<file path="src/rtl/kudu_branch_trace_buf.sv">
// Two-lane branch trace capture FIFO draining one record per cycle, with saturating stats counters.
// Latency 1 cycle push-to-head; sink backpressure fills the FIFO, overflow drops. Macro: KUDU_BRANCH_TRACE_MISS_ONLY_EN.
module kudu_branch_trace_buf #(
    parameter int DEPTH = 16,
    parameter int CNT_W = 32
) (
    input  logic                     clk_i,
    input  logic                     rst_ni,
    input  logic                     start_stop_i,
    input  logic [1:0]               br_valid_i,
    input  logic [1:0]               br_taken_i,
    input  logic [1:0]               br_miss_i,
    input  logic [31:0]              br_pc0_i,
    input  logic [31:0]              br_pc1_i,
    input  logic [31:0]              br_tgt0_i,
    input  logic [31:0]              br_tgt1_i,
    output logic                     out_valid_o,
    input  logic                     out_ready_i,
    output logic [31:0]              out_pc_o,
    output logic [31:0]              out_tgt_o,
    output logic                     out_taken_o,
    output logic                     out_miss_o,
    output logic                     out_fwd_o,
    output logic                     capture_en_o,
    output logic [$clog2(DEPTH):0]   level_o,
    output logic [CNT_W-1:0]         cnt_branch_o,
    output logic [CNT_W-1:0]         cnt_miss_o,
    output logic [CNT_W-1:0]         cnt_drop_o
);
    localparam int AW = $clog2(DEPTH);
    localparam int LW = AW + 1;

    typedef struct packed {
        logic [31:0] pc;
        logic [31:0] tgt;
        logic        taken;
        logic        miss;
    } rec_t;

    rec_t              mem_q [DEPTH];
    logic [AW-1:0]     wr_ptr_q, wr_ptr_d, rd_ptr_q, rd_ptr_d, wr_ptr1;
    logic [LW-1:0]     level_q, level_d, free;
    logic              capture_en_q, capture_en_d;
    logic [CNT_W-1:0]  cnt_branch_q, cnt_branch_d;
    logic [CNT_W-1:0]  cnt_miss_q, cnt_miss_d;
    logic [CNT_W-1:0]  cnt_drop_q, cnt_drop_d;

    logic              pop;
    logic [1:0]        cnt_lanes, elig;
    logic [1:0]        n_elig, n_push, n_drop, n_br, n_miss;
    logic              we0, we1;
    rec_t              lane0, lane1, rec0, rec1, head;

    function automatic logic [CNT_W-1:0] sat_add(input logic [CNT_W-1:0] a, input logic [1:0] b);
        logic [CNT_W:0] s;
        s = {1'b0, a} + {{(CNT_W-1){1'b0}}, b};
        return s[CNT_W] ? {CNT_W{1'b1}} : s[CNT_W-1:0];
    endfunction

    always_comb begin
        lane0 = '{pc: br_pc0_i, tgt: br_tgt0_i, taken: br_taken_i[0], miss: br_miss_i[0]};
        lane1 = '{pc: br_pc1_i, tgt: br_tgt1_i, taken: br_taken_i[1], miss: br_miss_i[1]};

        // Gating uses the registered enable, so a toggle cycle sees the old state.
        pop       = (level_q != '0) & out_ready_i;
        cnt_lanes = {2{capture_en_q}} & br_valid_i;
`ifdef KUDU_BRANCH_TRACE_MISS_ONLY_EN
        elig      = cnt_lanes & br_miss_i;
`else
        elig      = cnt_lanes;
`endif
        n_elig = {1'b0, elig[0]} + {1'b0, elig[1]};
        n_br   = {1'b0, cnt_lanes[0]} + {1'b0, cnt_lanes[1]};
        n_miss = {1'b0, cnt_lanes[0] & br_miss_i[0]} + {1'b0, cnt_lanes[1] & br_miss_i[1]};

        // A same-cycle pop frees a slot for this cycle's push.
        free = LW'(DEPTH) - level_q + {{AW{1'b0}}, pop};
        if (free >= {{(LW-2){1'b0}}, n_elig}) begin
            n_push = n_elig;
        end else begin
            n_push = free[1:0];
        end
        n_drop = n_elig - n_push;

        rec0    = elig[0] ? lane0 : lane1;
        rec1    = lane1;
        we0     = (n_push != 2'd0);
        we1     = (n_push == 2'd2);
        wr_ptr1 = wr_ptr_q + AW'(1);

        wr_ptr_d     = wr_ptr_q + AW'(n_push);
        rd_ptr_d     = rd_ptr_q + AW'(pop);
        level_d      = level_q + LW'(n_push) - LW'(pop);
        capture_en_d = capture_en_q ^ start_stop_i;

        if (start_stop_i && !capture_en_q) begin
            cnt_branch_d = '0;
            cnt_miss_d   = '0;
            cnt_drop_d   = '0;
        end else begin
            cnt_branch_d = sat_add(cnt_branch_q, n_br);
            cnt_miss_d   = sat_add(cnt_miss_q, n_miss);
            cnt_drop_d   = sat_add(cnt_drop_q, n_drop);
        end
    end

    always_ff @(posedge clk_i or negedge rst_ni) begin
        if (!rst_ni) begin
            wr_ptr_q     <= '0;
            rd_ptr_q     <= '0;
            level_q      <= '0;
            capture_en_q <= 1'b0;
            cnt_branch_q <= '0;
            cnt_miss_q   <= '0;
            cnt_drop_q   <= '0;
        end else begin
            wr_ptr_q     <= wr_ptr_d;
            rd_ptr_q     <= rd_ptr_d;
            level_q      <= level_d;
            capture_en_q <= capture_en_d;
            cnt_branch_q <= cnt_branch_d;
            cnt_miss_q   <= cnt_miss_d;
            cnt_drop_q   <= cnt_drop_d;
        end
    end

    // Storage is deliberately left unreset; valid is derived from level only.
    always_ff @(posedge clk_i) begin
        if (we0) mem_q[wr_ptr_q] <= rec0;
        if (we1) mem_q[wr_ptr1]  <= rec1;
    end

    always_comb begin
        head         = mem_q[rd_ptr_q];
        out_valid_o  = (level_q != '0);
        out_pc_o     = head.pc;
        out_tgt_o    = head.tgt;
        out_taken_o  = head.taken;
        out_miss_o   = head.miss;
        out_fwd_o    = (head.tgt > head.pc);
        capture_en_o = capture_en_q;
        level_o      = level_q;
        cnt_branch_o = cnt_branch_q;
        cnt_miss_o   = cnt_miss_q;
        cnt_drop_o   = cnt_drop_q;
    end

endmodule
</file>
<file path="config.mk">
export PLATFORM = sky130hd
export DESIGN_NAME = kudu_branch_trace_buf
export DESIGN_NICKNAME = d
export VERILOG_FILES = /design/src/rtl/kudu_branch_trace_buf.sv
export SDC_FILE = /design/constraint.sdc
export NUM_CORES = 2
export LEC_CHECK = 0
export ABC_AREA = 1
export CAP_MARGIN = 30
export CORE_MARGIN = 2
export CORE_UTILIZATION = 33
export DETAILED_ROUTE_END_ITERATION = 12
export DONT_BUFFER_PORTS = 1
export PLACE_DENSITY = 0.55
export REMOVE_ABC_BUFFERS = 1
export SLEW_MARGIN = 5
export SYNTH_ARGS = -nofsm -noshare
export SYNTH_HDL_FRONTEND = slang
export SYNTH_SLANG_ARGS = --single-unit
</file>
<file path="constraint.sdc">
create_clock -name clk_i -period 5.7 [get_ports clk_i]
set_input_delay 1.425 -clock clk_i [delete_from_list [all_inputs] [get_ports clk_i]]
set_output_delay 1.425 -clock clk_i [all_outputs]
set_load 0.1 [all_outputs]
</file>
==> reports/qor.csv <==
metric,value,unit
critical path class,register to output pin,
GRT Overall Usage,28.6,%
final hold vios,0,
GP Congestion,0.882,
num rows,165,
gr ovfl total,0,
io pins,308,
Peak Freq,177,MHz
power per cell area,613,nW/um2
FF-to-FF End,mem_q[15][60],
sequential-to-total area share from yosys stat,51.5,%
largest net degree at the start of global routing,198,
Seq cells post-synth,1166,
Multi-input gate area,28500,um2
CP endpoint kind,output pin,
Slew headroom,24.8,%
max-slew violation count,0,
"Async S/R FF share, synth",9.43,%
DRC Markers,0,
Post-synth EDFFs,1056,
Tmin final,5660,ps
reg2reg path depth,18,
CP Max Fanout,11,
routed via count,64400,
post-route ant nets,0,
clock skew,61.4,ps
"Reg clk slew, reported paths",60,ps
Die ar.,207000,um2
core area,202000,um2
IO Port Bufs,0,
vias in the first global route,60500,
R2R Setup Slk,710,ps
post-synthesis to final-layout area growth,15.8,%
nets@finish,7976,
most frequent cell after synthesis,nand2_1,
DR WL/cell,29.0,um
CTS tree,yes,
number of detailed-route iterations in the first pass,6,
area fraction of the dominant cell type after synthesis,47.4,%
Netlist cell types,39,
Max VDD drop,0.000914,V
Final period util,99.4,%
initial DRC count,9170,
setup TNS,0,ps
synthesized area per cell,8.26,um2
layout cell share with drive strength beyond 1,9.82,%
worst slew pin tran,1130,ps
"Core Util, Final",38.4,%
Die Y,454,um
outcome,"complete, no violations",
Leak Pwr,30.8,nW
H-Tree Depth,4,
Synth area leaders,"edfxtp_1 47%, nand2_1 16%, nand4_1 10%",
Mapped Cells,8105,
YS warnings,0,
hold crit path type,primary input to async pin,
clock root buffer,clkbuf_16,
maxcap violations,0,
"area leader, netlist",edfxtp_1,
CP arrival,4240,ps
Netlist Area Pre-Place,67000,um2
Initial Util,33.2,%
Placed Area,71300,um2
Clock Path Buffers,3,
most common flop cell mapped by yosys,edfxtp_1,
register area,34500,um2
worst r2r src,level_o[2],
hpwl dp,167,mm
Finished Cell Area,77500,um2
WL final,307,mm
startpoint types,register,
Sink Count,1166,
CP required,4280,ps
initial antenna violation count,9,
Tot Pwr,47.5,mW
Filler Cell Count,19900,
Worst-Skew Late Latency,850,ps
die width,454,um
# setup viols final,0,
commonest cells in the netlist,"2820 x nand2_1, 1077 x nand4_1, 1056 x edfxtp_1",
Vias/cell,6.09,
Crit. Startpoint,rd_ptr_q[1],
TritonCTS Buffers,143,
first-pass GRT wire length,436,mm
## per-stage QoR
step                std cells  hold WS (ps)  setup WS [ps]
detailed placement      10200           523            240
finish                  10600           298           36.9
floorplan                7200           481         -17860
CTS                     10500           242          0.111
global placement        10200           521            239
global route            10600           255          -11.1
## worst max-delay path, stage by stage, from the launching register on
cell,delay [ps]
dfrtp_4,580
nand2_1,120
clkinv_1,370
buf_4,380
nand2_1,90
o2111ai_1,120
nand2_2,210
inv_1,100
ha_1,290
nand2_1,100
nor3_4,240
nand3_2,130
inv_1,80
nand2_1,80
a21oi_4,280
buf_12,220
## layout make-up
cell class / instances / share of cell area (%)
Sequential cell: 1166 / 44.5
Multi-Input combinational cell: 5813 / 36.7
Timing Repair Buffer: 429 / 7.29
Clock buffer: 172 / 4.80
Tap cell: 2672 / 4.31
Clock inverter: 88 / 1.17
Inverter: 221 / 1.14
Timing Repair inverter: 4 / 0.0726
Antenna cell: 3 / 0.00968
## cell usage in the layout, fill, tap and decap left out, drive strengths merged
cell / synthesis / layout
nor4: 1 / 1
xor2: 30 / 30
clkbuf: 504 / 179
bufinv: 0 / 8
o221ai: 154 / 154
buf: 401 / 417
o2111ai: 17 / 17
or2: 2 / 2
nand3: 170 / 170
nor2: 671 / 671
nand4: 1077 / 1077
o31ai: 4 / 4
o21bai: 2 / 2
inv: 220 / 230
xnor2: 21 / 21
o21ai: 504 / 504
ha: 55 / 55
and3: 2 / 2
o21a: 3 / 3
o211ai: 71 / 71
o22ai: 60 / 60
nor3b: 3 / 3
dfrtp: 110 / 110
a21oi: 89 / 89
fa: 5 / 5
nand2: 2823 / 2823
nand3b: 16 / 16
diode: 0 / 3
a31oi: 3 / 3
nor3: 30 / 30
edfxtp: 1056 / 1056
bufbuf: 0 / 5
clkinv: 1 / 69
clkinvlp: 0 / 6
## report_power, final
part / internal [mW] / total [mW] / switching [mW]
clock network: 5.10 / 9.22 / 4.12
registers: 11.2 / 11.6 / 0.443
logic: 6.09 / 26.7 / 20.6
total: 22.4 / 47.5 / 25.1
## repair_timing
action	in CTS	in global routing
pin swaps	12	29
resized for setup	53	65
setup buffers	23	8
hold endpoints to repair	0	0
endpoints found under the setup margin	1	1
hold buffers	0	0
gates cloned	13	2
## metal layers
layer | wire (um) | part of all wire [%] | track usage, % | up-vias
met2 | 137000 | 45 | 44.7 | 4519
li1 | - | - | - | 27700
met4 | 21200 | 6.9 | 17.1 | 10
met5 | 68 | 0.022 | 0 | -
met3 | 36800 | 12 | 7.40 | 1014
met1 | 111000 | 36 | 35.5 | 31100
## state kept, by name, indices dropped and copies added, names as in the netlist
signal and flops:
rd_ptr_q 4, capture_en_o 1, level_o 5, cnt_drop_o 32
mem_q 1056, cnt_miss_o 32, cnt_branch_o 32, wr_ptr_q 4
## cell families after synthesis
logic type | Yosys count | synth area share (%)
xor+xnor | 51 | 0.667
flops | 1166 | 51.5
buf+inv | 1126 | 7.01
simple gates | 4795 | 31.5
fa+ha+maj | 60 | 1.18
compound gates | 907 | 8.16
## worst max-delay path by stage
stage	endpoint	slack, ps	depth (start not counted)
after floorplan	out_fwd_o	-17860	12
after global placement	mem_q[3][60]	240	15
after detailed placement	mem_q[14][51]	240	15
after CTS	out_fwd_o	0.1	16
after global routing	out_fwd_o	-10	19
final	out_fwd_o	40	15
Note: power is estimated with default switching activity, not from simulation.
